[src/rtl/mem_arb_pkg.sv]
// Shared state/source encodings and counter widths for the unified-memory
// port arbiter.
package mem_arb_pkg;

   typedef enum logic {
      ARB_IDLE    = 1'b0,
      ARB_RD_WAIT = 1'b1
   } arb_state_e;

   typedef enum logic [1:0] {
      SRC_NONE = 2'd0,
      SRC_IF   = 2'd1,
      SRC_DATA = 2'd2
   } arb_src_e;

   localparam int STARVE_CNT_W = 4;
   localparam int LAT_CNT_W    = 2;
   localparam int PERF_CNT_W   = 32;

   // Down-counter load value so the last RD_WAIT cycle sees a count of zero.
   function automatic logic [LAT_CNT_W-1:0] lat_load(input int unsigned latency);
      return LAT_CNT_W'(latency - 32'd1);
   endfunction

endpackage

[src/rtl/mem_arb_starve_ctr.sv]
// Saturating count of fetch arbitrations lost to the data port; limit_hit
// tells the arbiter to hand the next conflict to fetch.
module mem_arb_starve_ctr
   import mem_arb_pkg::*;
#(
   parameter int LIMIT = 4
) (
   input  logic clk,
   input  logic rst,
   input  logic inc,
   input  logic clr,
   output logic limit_hit
);

   logic [STARVE_CNT_W-1:0] cnt_r;

   assign limit_hit = (cnt_r == STARVE_CNT_W'(LIMIT));

   // Clear wins over increment; the count never passes LIMIT.
   always_ff @(posedge clk) begin
      if (rst) begin
         cnt_r <= {STARVE_CNT_W{1'b0}};
      end else if (clr) begin
         cnt_r <= {STARVE_CNT_W{1'b0}};
      end else if (inc && !limit_hit) begin
         cnt_r <= cnt_r + STARVE_CNT_W'(1);
      end else begin
         cnt_r <= cnt_r;
      end
   end

endmodule

[src/rtl/mem_port_arbiter.sv]
// Shares one single-ported memory between fetch and data ports; data has
// priority, fetch is protected by a starvation counter.
// Define MEM_ARB_PERF_EN to build the grant/conflict performance counters.
module mem_port_arbiter
   import mem_arb_pkg::*;
#(
   parameter int ADDR_WIDTH   = 32,
   parameter int DATA_WIDTH   = 32,
   parameter int MEM_LATENCY  = 1,
   parameter int STARVE_LIMIT = 4
) (
   input  logic                    clk,
   input  logic                    rst,
   input  logic                    if_req,
   input  logic [ADDR_WIDTH-1:0]   if_addr,
   output logic                    if_gnt,
   output logic                    if_rvalid,
   output logic [DATA_WIDTH-1:0]   if_rdata,
   input  logic                    d_req,
   input  logic                    d_we,
   input  logic [ADDR_WIDTH-1:0]   d_addr,
   input  logic [DATA_WIDTH-1:0]   d_wdata,
   input  logic [DATA_WIDTH/8-1:0] d_be,
   output logic                    d_gnt,
   output logic                    d_rvalid,
   output logic [DATA_WIDTH-1:0]   d_rdata,
   output logic                    mem_en,
   output logic                    mem_we,
   output logic [DATA_WIDTH/8-1:0] mem_be,
   output logic [ADDR_WIDTH-1:0]   mem_addr,
   output logic [DATA_WIDTH-1:0]   mem_wdata,
   input  logic [DATA_WIDTH-1:0]   mem_rdata,
   output logic                    fetch_stall,
   output logic [PERF_CNT_W-1:0]   perf_if_grants,
   output logic [PERF_CNT_W-1:0]   perf_d_grants,
   output logic [PERF_CNT_W-1:0]   perf_conflicts
);

   localparam int BE_W = DATA_WIDTH / 8;
   localparam logic [LAT_CNT_W-1:0] LAT_LOAD = lat_load(MEM_LATENCY);

   arb_state_e             state_r;
   arb_src_e               src_r;
   logic [LAT_CNT_W-1:0]   lat_cnt_r;

   logic idle_s;
   logic both_s;
   logic gnt_if_s;
   logic gnt_d_s;
   logic limit_hit_s;
   logic starve_inc_s;
   logic rd_done_s;

   // Grant selection; reset and an outstanding read both suppress grants
   always_comb begin
      idle_s   = (state_r == ARB_IDLE) && !rst;
      both_s   = if_req && d_req;
      gnt_if_s = 1'b0;
      gnt_d_s  = 1'b0;
      if (idle_s) begin
         if (d_req && !(if_req && limit_hit_s)) begin
            gnt_d_s = 1'b1;
         end else if (if_req) begin
            gnt_if_s = 1'b1;
         end else begin
            gnt_if_s = 1'b0;
            gnt_d_s  = 1'b0;
         end
      end else begin
         gnt_if_s = 1'b0;
         gnt_d_s  = 1'b0;
      end
      starve_inc_s = idle_s && both_s && gnt_d_s;
   end

   mem_arb_starve_ctr #(
      .LIMIT (STARVE_LIMIT)
   ) u_starve (
      .clk       (clk),
      .rst       (rst),
      .inc       (starve_inc_s),
      .clr       (gnt_if_s),
      .limit_hit (limit_hit_s)
   );

   assign if_gnt      = gnt_if_s;
   assign d_gnt       = gnt_d_s;
   assign fetch_stall = if_req && !gnt_if_s && !rst;

   // Memory request mux: winner's fields, all zero when nothing is granted
   always_comb begin
      mem_en    = 1'b0;
      mem_we    = 1'b0;
      mem_be    = {BE_W{1'b0}};
      mem_addr  = {ADDR_WIDTH{1'b0}};
      mem_wdata = {DATA_WIDTH{1'b0}};
      if (gnt_if_s) begin
         mem_en   = 1'b1;
         mem_be   = {BE_W{1'b1}};
         mem_addr = if_addr;
      end else if (gnt_d_s) begin
         mem_en    = 1'b1;
         mem_we    = d_we;
         mem_be    = d_be;
         mem_addr  = d_addr;
         mem_wdata = d_wdata;
      end else begin
         mem_en = 1'b0;
      end
   end

   // Read return steered to the issuing port; the other port reads zero
   always_comb begin
      rd_done_s = (state_r == ARB_RD_WAIT) && (lat_cnt_r == {LAT_CNT_W{1'b0}}) && !rst;
      if_rvalid = rd_done_s && (src_r == SRC_IF);
      d_rvalid  = rd_done_s && (src_r == SRC_DATA);
      if (if_rvalid) begin
         if_rdata = mem_rdata;
      end else begin
         if_rdata = {DATA_WIDTH{1'b0}};
      end
      if (d_rvalid) begin
         d_rdata = mem_rdata;
      end else begin
         d_rdata = {DATA_WIDTH{1'b0}};
      end
   end

   // Outstanding-read tracker: latches source and counts down memory latency
   always_ff @(posedge clk) begin
      if (rst) begin
         state_r   <= ARB_IDLE;
         src_r     <= SRC_NONE;
         lat_cnt_r <= {LAT_CNT_W{1'b0}};
      end else begin
         case (state_r)
            ARB_IDLE: begin
               if (gnt_if_s) begin
                  state_r   <= ARB_RD_WAIT;
                  src_r     <= SRC_IF;
                  lat_cnt_r <= LAT_LOAD;
               end else if (gnt_d_s && !d_we) begin
                  state_r   <= ARB_RD_WAIT;
                  src_r     <= SRC_DATA;
                  lat_cnt_r <= LAT_LOAD;
               end else begin
                  state_r   <= ARB_IDLE;
                  src_r     <= SRC_NONE;
                  lat_cnt_r <= {LAT_CNT_W{1'b0}};
               end
            end
            ARB_RD_WAIT: begin
               if (lat_cnt_r == {LAT_CNT_W{1'b0}}) begin
                  state_r <= ARB_IDLE;
                  src_r   <= SRC_NONE;
               end else begin
                  lat_cnt_r <= lat_cnt_r - LAT_CNT_W'(1);
               end
            end
            default: begin
               state_r   <= ARB_IDLE;
               src_r     <= SRC_NONE;
               lat_cnt_r <= {LAT_CNT_W{1'b0}};
            end
         endcase
      end
   end

`ifdef MEM_ARB_PERF_EN
   logic [PERF_CNT_W-1:0] perf_if_r;
   logic [PERF_CNT_W-1:0] perf_d_r;
   logic [PERF_CNT_W-1:0] perf_conf_r;

   // Wrapping grant and conflict counters
   always_ff @(posedge clk) begin
      if (rst) begin
         perf_if_r   <= {PERF_CNT_W{1'b0}};
         perf_d_r    <= {PERF_CNT_W{1'b0}};
         perf_conf_r <= {PERF_CNT_W{1'b0}};
      end else begin
         if (gnt_if_s) begin
            perf_if_r <= perf_if_r + PERF_CNT_W'(1);
         end else begin
            perf_if_r <= perf_if_r;
         end
         if (gnt_d_s) begin
            perf_d_r <= perf_d_r + PERF_CNT_W'(1);
         end else begin
            perf_d_r <= perf_d_r;
         end
         if (idle_s && both_s) begin
            perf_conf_r <= perf_conf_r + PERF_CNT_W'(1);
         end else begin
            perf_conf_r <= perf_conf_r;
         end
      end
   end

   assign perf_if_grants = perf_if_r;
   assign perf_d_grants  = perf_d_r;
   assign perf_conflicts = perf_conf_r;
`else
   assign perf_if_grants = {PERF_CNT_W{1'b0}};
   assign perf_d_grants  = {PERF_CNT_W{1'b0}};
   assign perf_conflicts = {PERF_CNT_W{1'b0}};
`endif

endmodule

[config.mk]
export PLATFORM = sky130hd
export DESIGN_NAME = mem_port_arbiter
export DESIGN_NICKNAME = d
export VERILOG_FILES = /design/src/rtl/mem_arb_pkg.sv /design/src/rtl/mem_arb_starve_ctr.sv /design/src/rtl/mem_port_arbiter.sv
export SDC_FILE = /design/constraint.sdc
export NUM_CORES = 1
export LEC_CHECK = 0
export ABC_AREA = 1
export BUFFER_PORTS_ARGS = -buffer_cell sky130_fd_sc_hd__clkbuf_2
export CAP_MARGIN = 5
export CORE_AREA = 5 5 141 143
export CTS_BUF_LIST = sky130_fd_sc_hd__clkbuf_4
export DETAILED_ROUTE_END_ITERATION = 16
export DIE_AREA = 0 0 146 148
export PLACE_DENSITY = 0.53
export SETUP_SLACK_MARGIN = 0.5
export SYNTH_ARGS = -nofsm -noshare
export SYNTH_HDL_FRONTEND = slang
export SYNTH_SLANG_ARGS = --single-unit
[constraint.sdc]
create_clock -name clk -period 2 [get_ports clk]
set_input_delay 0.4 -clock clk [delete_from_list [all_inputs] [get_ports clk]]
set_output_delay 0.4 -clock clk [all_outputs]
set_load 0.01 [all_outputs]
==> impl_metrics.py, run 1 <==
metrics = {
    "outcome": {
        "outcome": "complete, but fails checks",
        "violations": "negative setup slack",
    },
    "placement": {
        "dp_hpwl_um": 8790,
        "rd_place_congestion": 0.745,
        "dpl_cell_area_um2": 4480,
        "post_place_setup_slack_ps": 145,
        "port-buffer-count": 275,
        "post_placement_cell_count": 964,
    },
    "detailed_routing": {
        "detail_route.first_pass.iterations": 3,
        "post_drt_wl_per_cell_um": 12.9,
        "postRouteWirelength_um": 12800,
        "ant_nets": 0,
        "via_per_inst": 3.52,
        "dr_total_vias": 3499,
        "drc": 0,
        "dr.first_iter.drc_count": 58,
    },
    "die": {
        "chipHeight_um": 148,
        "number_of_rows_created_at_floorplan": 50,
        "core_region_area_um2": 18500,
        "pin_count": 372,
        "fp.dieArea_um2": 21600,
        "initial_utilization_pct": 12.9,
        "die_width_um": 146,
    },
    "cts": {
        "tritoncts": "built",
        "cts_made_buffers": 3,
        "largest_buffer_count_on_any_clock_path": 2,
        "clock_tree.root_cell": "clkbuf_4",
        "clk_pin_slew_worst_paths_ps": 70,
        "clk-insertion-delay-late_ps": 270,
        "htreeDepth": 1,
        "tritoncts_num_sinks": 9,
    },
    "power": {
        "cellPowerDensity_nw_per_um2": 201,
        "peakVddDrop_v": 0.0000975,
        "design_power_total_mw": 1.24,
        "power_leakage_nw": 3.36,
    },
    "critical_path": {
        "start_kind": "flip-flop",
        "worst_setup_path_end_kind": "output pin",
        "path_class": "flip-flop to output pin",
        "worst-path-max-fanout": 6,
        "critPathRequiredTime_ps": 1600,
        "worst_ep_arrival_time_ps": 1660,
    },
    "sta": {
        "maxSlewViolCount": 0,
        "fin_crit_ps": 2060,
        "rsz0062_at_grt": "yes",
        "fin_ws_ps": -64.9,
        "fin_skew_ps": 11.5,
        "hold-worst-slack_ps": 435,
        "max_freq_ghz": 0.484,
        "finalHoldViolations": 0,
        "finalCritPeriodShare_pct": 103,
        "setup_viol": 87,
    },
    "logic_synthesis": {
        "synth_warnings": 0,
        "synth_xor_xnor_area_share_pct": 0.734,
        "postSynthAreaPerCell_um2": 5.26,
        "fraction_of_the_mapped_netlist_area_in_compound_gates_pct": 1.78,
        "synthCells": 454,
        "post_synth_instance_area_um2": 2390,
        "synth_adder_area_share_pct": 1.57,
        "post_synth_mux_area_share_pct": 0,
        "ys_seq_elements": 9,
        "post-synth-top-area-fraction_pct": 30.2,
        "synth_cell_type_count": 24,
        "synth_top_family_by_area": "buffers and inverters",
        "synth_sequential_area_ratio_pct": 7.55,
        "post_synthesis_cell_type_with_the_largest_combined_area": "buf_4",
        "synth.top_cells.by_area": "buf_4, nand2_1, nor2_1, inv_1, dfxtp_1",
        "post_synth_and_or_nand_nor_area_fraction_pct": 39.7,
    },
    "final_layout": {
        "drive_above_1_share_pct": 67.4,
        "final_design_area_no_fill_um2": 6190,
        "n_fill_cell": 1872,
        "syn_to_final_growth_pct": 159,
        "insertedDiodeCount": 0,
        "finalNonFillerCells": 995,
        "finalNetCount": 902,
        "final_common_cell": "clkbuf_2",
        "commonest_cells_after_routing_fill_and_taps_aside": "clkbuf_2, buf_6, nor2_4",
    },
    "global_routing": {
        "global_route_wire_length_before_repair_um": 15300,
        "globalRouteMet1Util_pct": 9.02,
        "grt_util_met3_pct": 2.27,
        "grt_overflow": 0,
        "track_usage_pct": 8.43,
        "first_global_vias": 3137,
        "most_used_routing_layer": "met2",
        "antenna_found_initial": 0,
        "grt_util_met2_pct": 16.4,
        "grt_start_max_net_pins": 34,
    },
    "hold_path": {
        "hold_path.class": "input pin to flip-flop",
    },
    "job": {
        "maxCapViolations": 0,
    },
}
[critical path, stage by stage, from the launching register on]
cell and delay [ps]:
dfxtp_2 340, inv_2 50, ha_4 160, nand4_4 70
nand2_4 70, nor2_4 130, buf_12 170, clkbuf_16 180
nand2_2 60, nand2_2 60, buf_6 100
[state kept, by name, indices dropped and copies added (netlist names)]
name            count
src_r               2
lat_cnt_r           2
state_r             1
u_starve.cnt_r      4
[synth_stat cells, drive strengths merged]
library cell and n:
inv 82, ha 3, nand2 126, nand3 4
nor2 105, o31ai 1, nand4 2, conb 1
clkbuf 2, dfxtp 9, buf 110, a21oi 6
o21ai 1, xor2 2
[routing by layer]
layer	vias up	share of wire (%)
met5	-	0
met4	0	2.9
met3	18	9.3
met2	217	56
met1	1545	31
li1	1719	-
[kinds of logic (layout without fill, tap and decap cells)]
family                     after synthesis  count (layout)
AOI/OAI and AO/OA                        8               8
DFF                                      9               9
other                                    1              96
buffers and inverters                  194             406
adders and majority gates                3               3
and+or+nand+nor                        237             237
xor gates and xnor gates                 2               2
[layout make-up]
type	instances	area, um^2	share of cell area, %
clock buffer	3	22.5	0.364
clock inverter	1	5.00	0.0809
inverter	82	343	5.54
multi-input combinational	346	2440	39.5
sequential	9	186	3.01
tap	234	293	4.73
timing repair buffer	319	2890	46.7
timing repair inverter	1	6.26	0.101
[stage by stage]
| stage | setup TNS, ps | utilization [%] |
|---|---|---|
| after floorplan | 0 | - |
| after global placement | 0 | 24.3 |
| after detailed placement | 0 | 24.3 |
| after CTS | -1930 | 26.2 |
| after global routing | -13230 | 33.5 |
| final | -1790 | 33.5 |
[worst paths after layout]
path	start	to	slack [ps]	depth (start not counted)
max	u_starve.cnt_r[0]$_SDFFE_PP0P_	mem_addr[23]	-60	10
max reg2reg	u_starve.cnt_r[0]$_SDFFE_PP0P_	u_starve.cnt_r[0]$_SDFFE_PP0P_	590	9
min reg2reg	lat_cnt_r[1]$_SDFFE_PP0P_	lat_cnt_r[1]$_SDFFE_PP0P_	460	2
min	rst	src_r[1]$_SDFFE_PP0P_	440	3
[power breakdown]
| part | internal [mW] | switching [mW] |
|---|---|---|
| Sequential | 0.183 | 0.00351 |
| Clock | 0.0738 | 0.0710 |
| Combinational | 0.410 | 0.499 |
| Total | 0.667 | 0.573 |
[repair_timing]
action / in CTS / in global routing
endpoints found under the hold margin: 0 / 0
pin swaps: 2 / 10
setup buffers: 8 / 3
gates cloned: 5 / 11
resized for setup: 36 / 337
hold buffers: 0 / 0
endpoints found under the setup margin: 139 / 142
Note: power is estimated with default switching activity, not from simulation.
==> inputs of run 2 (changes only) <==
- ABC_AREA: 1 -> unset
- CAP_MARGIN: 5 -> unset
- PLACE_DENSITY: 0.53 -> 0.55
- TNS_END_PERCENT: unset -> 20
==> impl_metrics.py, run 2 <==
metrics = {
    "outcome": {
        "outcome": "complete, but fails checks",
        "violations": "negative setup slack",
    },
    "die": {
        "initial_utilization_pct": 14.9,
        "core_region_area_um2": 18500,
        "number_of_rows_created_at_floorplan": 50,
        "die_width_um": 146,
        "fp.dieArea_um2": 21600,
        "pin_count": 372,
        "chipHeight_um": 148,
    },
    "placement": {
        "dp_hpwl_um": 9350,
        "port-buffer-count": 275,
        "dpl_cell_area_um2": 4330,
        "rd_place_congestion": 0.802,
        "post_place_setup_slack_ps": 104,
    },
    "final_layout": {
        "top_regs": "u_starve.cnt_r (4), lat_cnt_r (2), src_r (2)",
        "drive_above_1_share_pct": 59.7,
        "n_fill_cell": 2043,
        "commonest_cells_after_routing_fill_and_taps_aside": "clkbuf_2, conb_1, and2_1",
        "syn_to_final_growth_pct": 73.2,
        "finalNetCount": 814,
        "multiInputGateArea_um2": 2260,
        "regMostFlops": "u_starve.cnt_r",
        "fin_util_pct": 25.8,
        "seq_area_um2": 186,
        "final_common_cell": "clkbuf_2",
        "insertedDiodeCount": 0,
        "largest_reg_flops": 4,
        "final_design_area_no_fill_um2": 4760,
    },
    "sta": {
        "fin_skew_ps": 0.313,
        "fin_crit_ps": 2080,
        "finalHoldViolations": 0,
        "finalCritPeriodShare_pct": 104,
        "setup_viol": 99,
        "max_freq_ghz": 0.480,
        "setup_tns_ps": -3370,
        "fin_ws_ps": -83.0,
        "rsz0062_at_grt": "yes",
        "maxSlewViolCount": 0,
    },
    "logic_synthesis": {
        "synth_cell_type_count": 33,
        "synth-edff-count": 0,
        "synth_warnings": 0,
        "ys_seq_elements": 9,
        "synthFlopType": "dfxtp_1",
        "synth.top_cells.by_area": "buf_4, and2_1, o211ai_1, a21oi_1, nand3_1",
        "post_synth_instance_area_um2": 2750,
        "async_flop_share_pct": 0,
        "synth_sequential_area_ratio_pct": 6.55,
        "synth.most_common_cell": "buf_4",
        "post_synthesis_cell_type_with_the_largest_combined_area": "buf_4",
        "post-synth-top-area-fraction_pct": 26.8,
        "synthTopCellsByCount": "buf_4, and2_1, a21oi_1, nand3_1, o211ai_1",
        "postSynthAreaPerCell_um2": 6.91,
        "synthCells": 398,
    },
    "global_routing": {
        "antenna_found_initial": 0,
        "track_usage_pct": 8.74,
        "global_route_wire_length_before_repair_um": 16200,
        "grt_start_max_net_pins": 37,
        "first_global_vias": 3209,
        "grt_overflow": 0,
    },
    "power": {
        "peakVddDrop_v": 0.000219,
        "internal_dissipation_uw": 554,
        "comb_power_share_pct": 65.3,
        "cellPowerDensity_nw_per_um2": 209,
        "design_power_total_uw": 995,
        "power.sequential.fraction_pct": 19.3,
        "power.clock.fraction_pct": 15.4,
        "power_switching_uw": 440,
        "power_leakage_nw": 2.54,
        "switching_share_pct": 44.3,
    },
    "detailed_routing": {
        "dr_wl_met2_um": 6700,
        "drt-met1-wl_um": 4130,
        "post_drt_wl_per_cell_um": 13.4,
        "dr_total_vias": 3412,
        "via_per_inst": 3.76,
        "postRouteWirelength_um": 12200,
        "detail_route.first_pass.iterations": 4,
        "drc": 0,
        "dr.first_iter.drc_count": 92,
        "wire_length_on_met3_um": 1220,
        "routed.top_layer": "met4",
        "ant_nets": 0,
    },
    "critical_path": {
        "critPathRequiredTime_ps": 1600,
        "worst_reg_to_reg_path_cell_count": 7,
        "rrSetupSlack_ps": 580,
        "worst-path-max-fanout": 7,
        "worst_setup_path_end_kind": "output pin",
        "start_kind": "flip-flop",
        "worst_ep_arrival_time_ps": 1680,
        "path_class": "flip-flop to output pin",
    },
    "job": {
        "maxCapViolations": 0,
    },
    "hold_path": {
        "hold_path.class": "input pin to flip-flop",
        "hold_depth": 3,
    },
    "cts": {
        "clk_pin_slew_worst_paths_ps": 60,
        "tritoncts_num_sinks": 9,
        "largest_buffer_count_on_any_clock_path": 2,
        "ctsHoldBuffers": 0,
        "cts_made_buffers": 3,
        "tritoncts": "built",
        "htreeDepth": 1,
        "clock_tree.root_cell": "clkbuf_4",
        "clk-insertion-delay-late_ps": 260,
    },
}
==> run 2: cell types whose count changed after synthesis, moves of 3 or more <==
cell,delta
a21oi_1,+36
a31oi_1,+3
and2_1,+97
buf_2,+10
buf_6,+5
inv_1,-74
nand2_1,-109
nand2_2,-10
nand2b_1,+3
nand3_1,+34
nand4b_1,+3
nor2_1,-98
o211ai_1,+32
==> run 2: worst max-delay path, cell delays in order (launching register included) <==
cell and delay [ps]:
dfxtp_2 340, inv_2 50, ha_4 160, nand4b_1 170, buf_6 160, clkbuf_16 160
nand3_1 80, a21oi_1 150, buf_2 160
==> run 2: repair_timing <==
action,4_1_cts,5_1_grt
setup buffers,2,3
pin swaps,4,24
endpoints found under the hold margin,0,0
endpoints found under the setup margin,139,139
cloned,0,6
resized for setup,12,124
==> run 2: cells by family (layout without fill, tap and decap cells) <==
kind of cell    after synthesis  after routing  synth area share [%]
other cells                   1             96                 0.136
xor+xnor                      1              1                 0.319
flops                         9              9                  6.55
fa+ha+maj                     3              3                  1.37
compound gates               78             78                  17.4
buf+inv                     136            316                  35.5
simple gates                170            170                  38.8
==> run 2: power groups by stage <==
stage / logic [mW] / registers (mW) / clock network (mW)
after floorplan: 0.494 / 0.192 / 0
after global placement: 0.627 / 0.197 / 0
after detailed placement: 0.627 / 0.197 / 0
after CTS: 0.638 / 0.192 / 0.161
after global routing: 0.711 / 0.193 / 0.173
final: 0.650 / 0.192 / 0.153
==> run 2: cell type report <==
class | instances | area share, %
inverter | 5 | 0.394
clock buffer | 4 | 0.630
sequential | 9 | 3.91
timing repair buffer | 307 | 41.4
multi-input combinational | 348 | 47.5
tap | 234 | 6.14
==> run 2: metrics by stage <==
step | hold WS (ps) | cells
floorplan | 454 | 493
global placement | 472 | 892
detailed placement | 480 | 892
CTS | 464 | 898
global route | 488 | 907
finish | 466 | 907
==> run 2: per-layer routing <==
| layer | vias to the layer above | GRT usage [%] |
|---|---|---|
| li1 | 1702 | - |
| met1 | 1498 | 9.06 |
| met2 | 199 | 17.6 |
| met3 | 13 | 2.91 |
| met4 | 0 | 0.659 |
| met5 | - | 0 |
==> run 2: path summary, 6_finish.rpt <==
path,from,end
min,d_req,u_starve.cnt_r[1]$_SDFFE_PP0P_
max,u_starve.cnt_r[0]$_SDFFE_PP0P_,mem_addr[2]
max reg2reg,u_starve.cnt_r[0]$_SDFFE_PP0P_,state_r$_SDFF_PP0_
min reg2reg,lat_cnt_r[1]$_SDFFE_PP0P_,lat_cnt_r[1]$_SDFFE_PP0P_
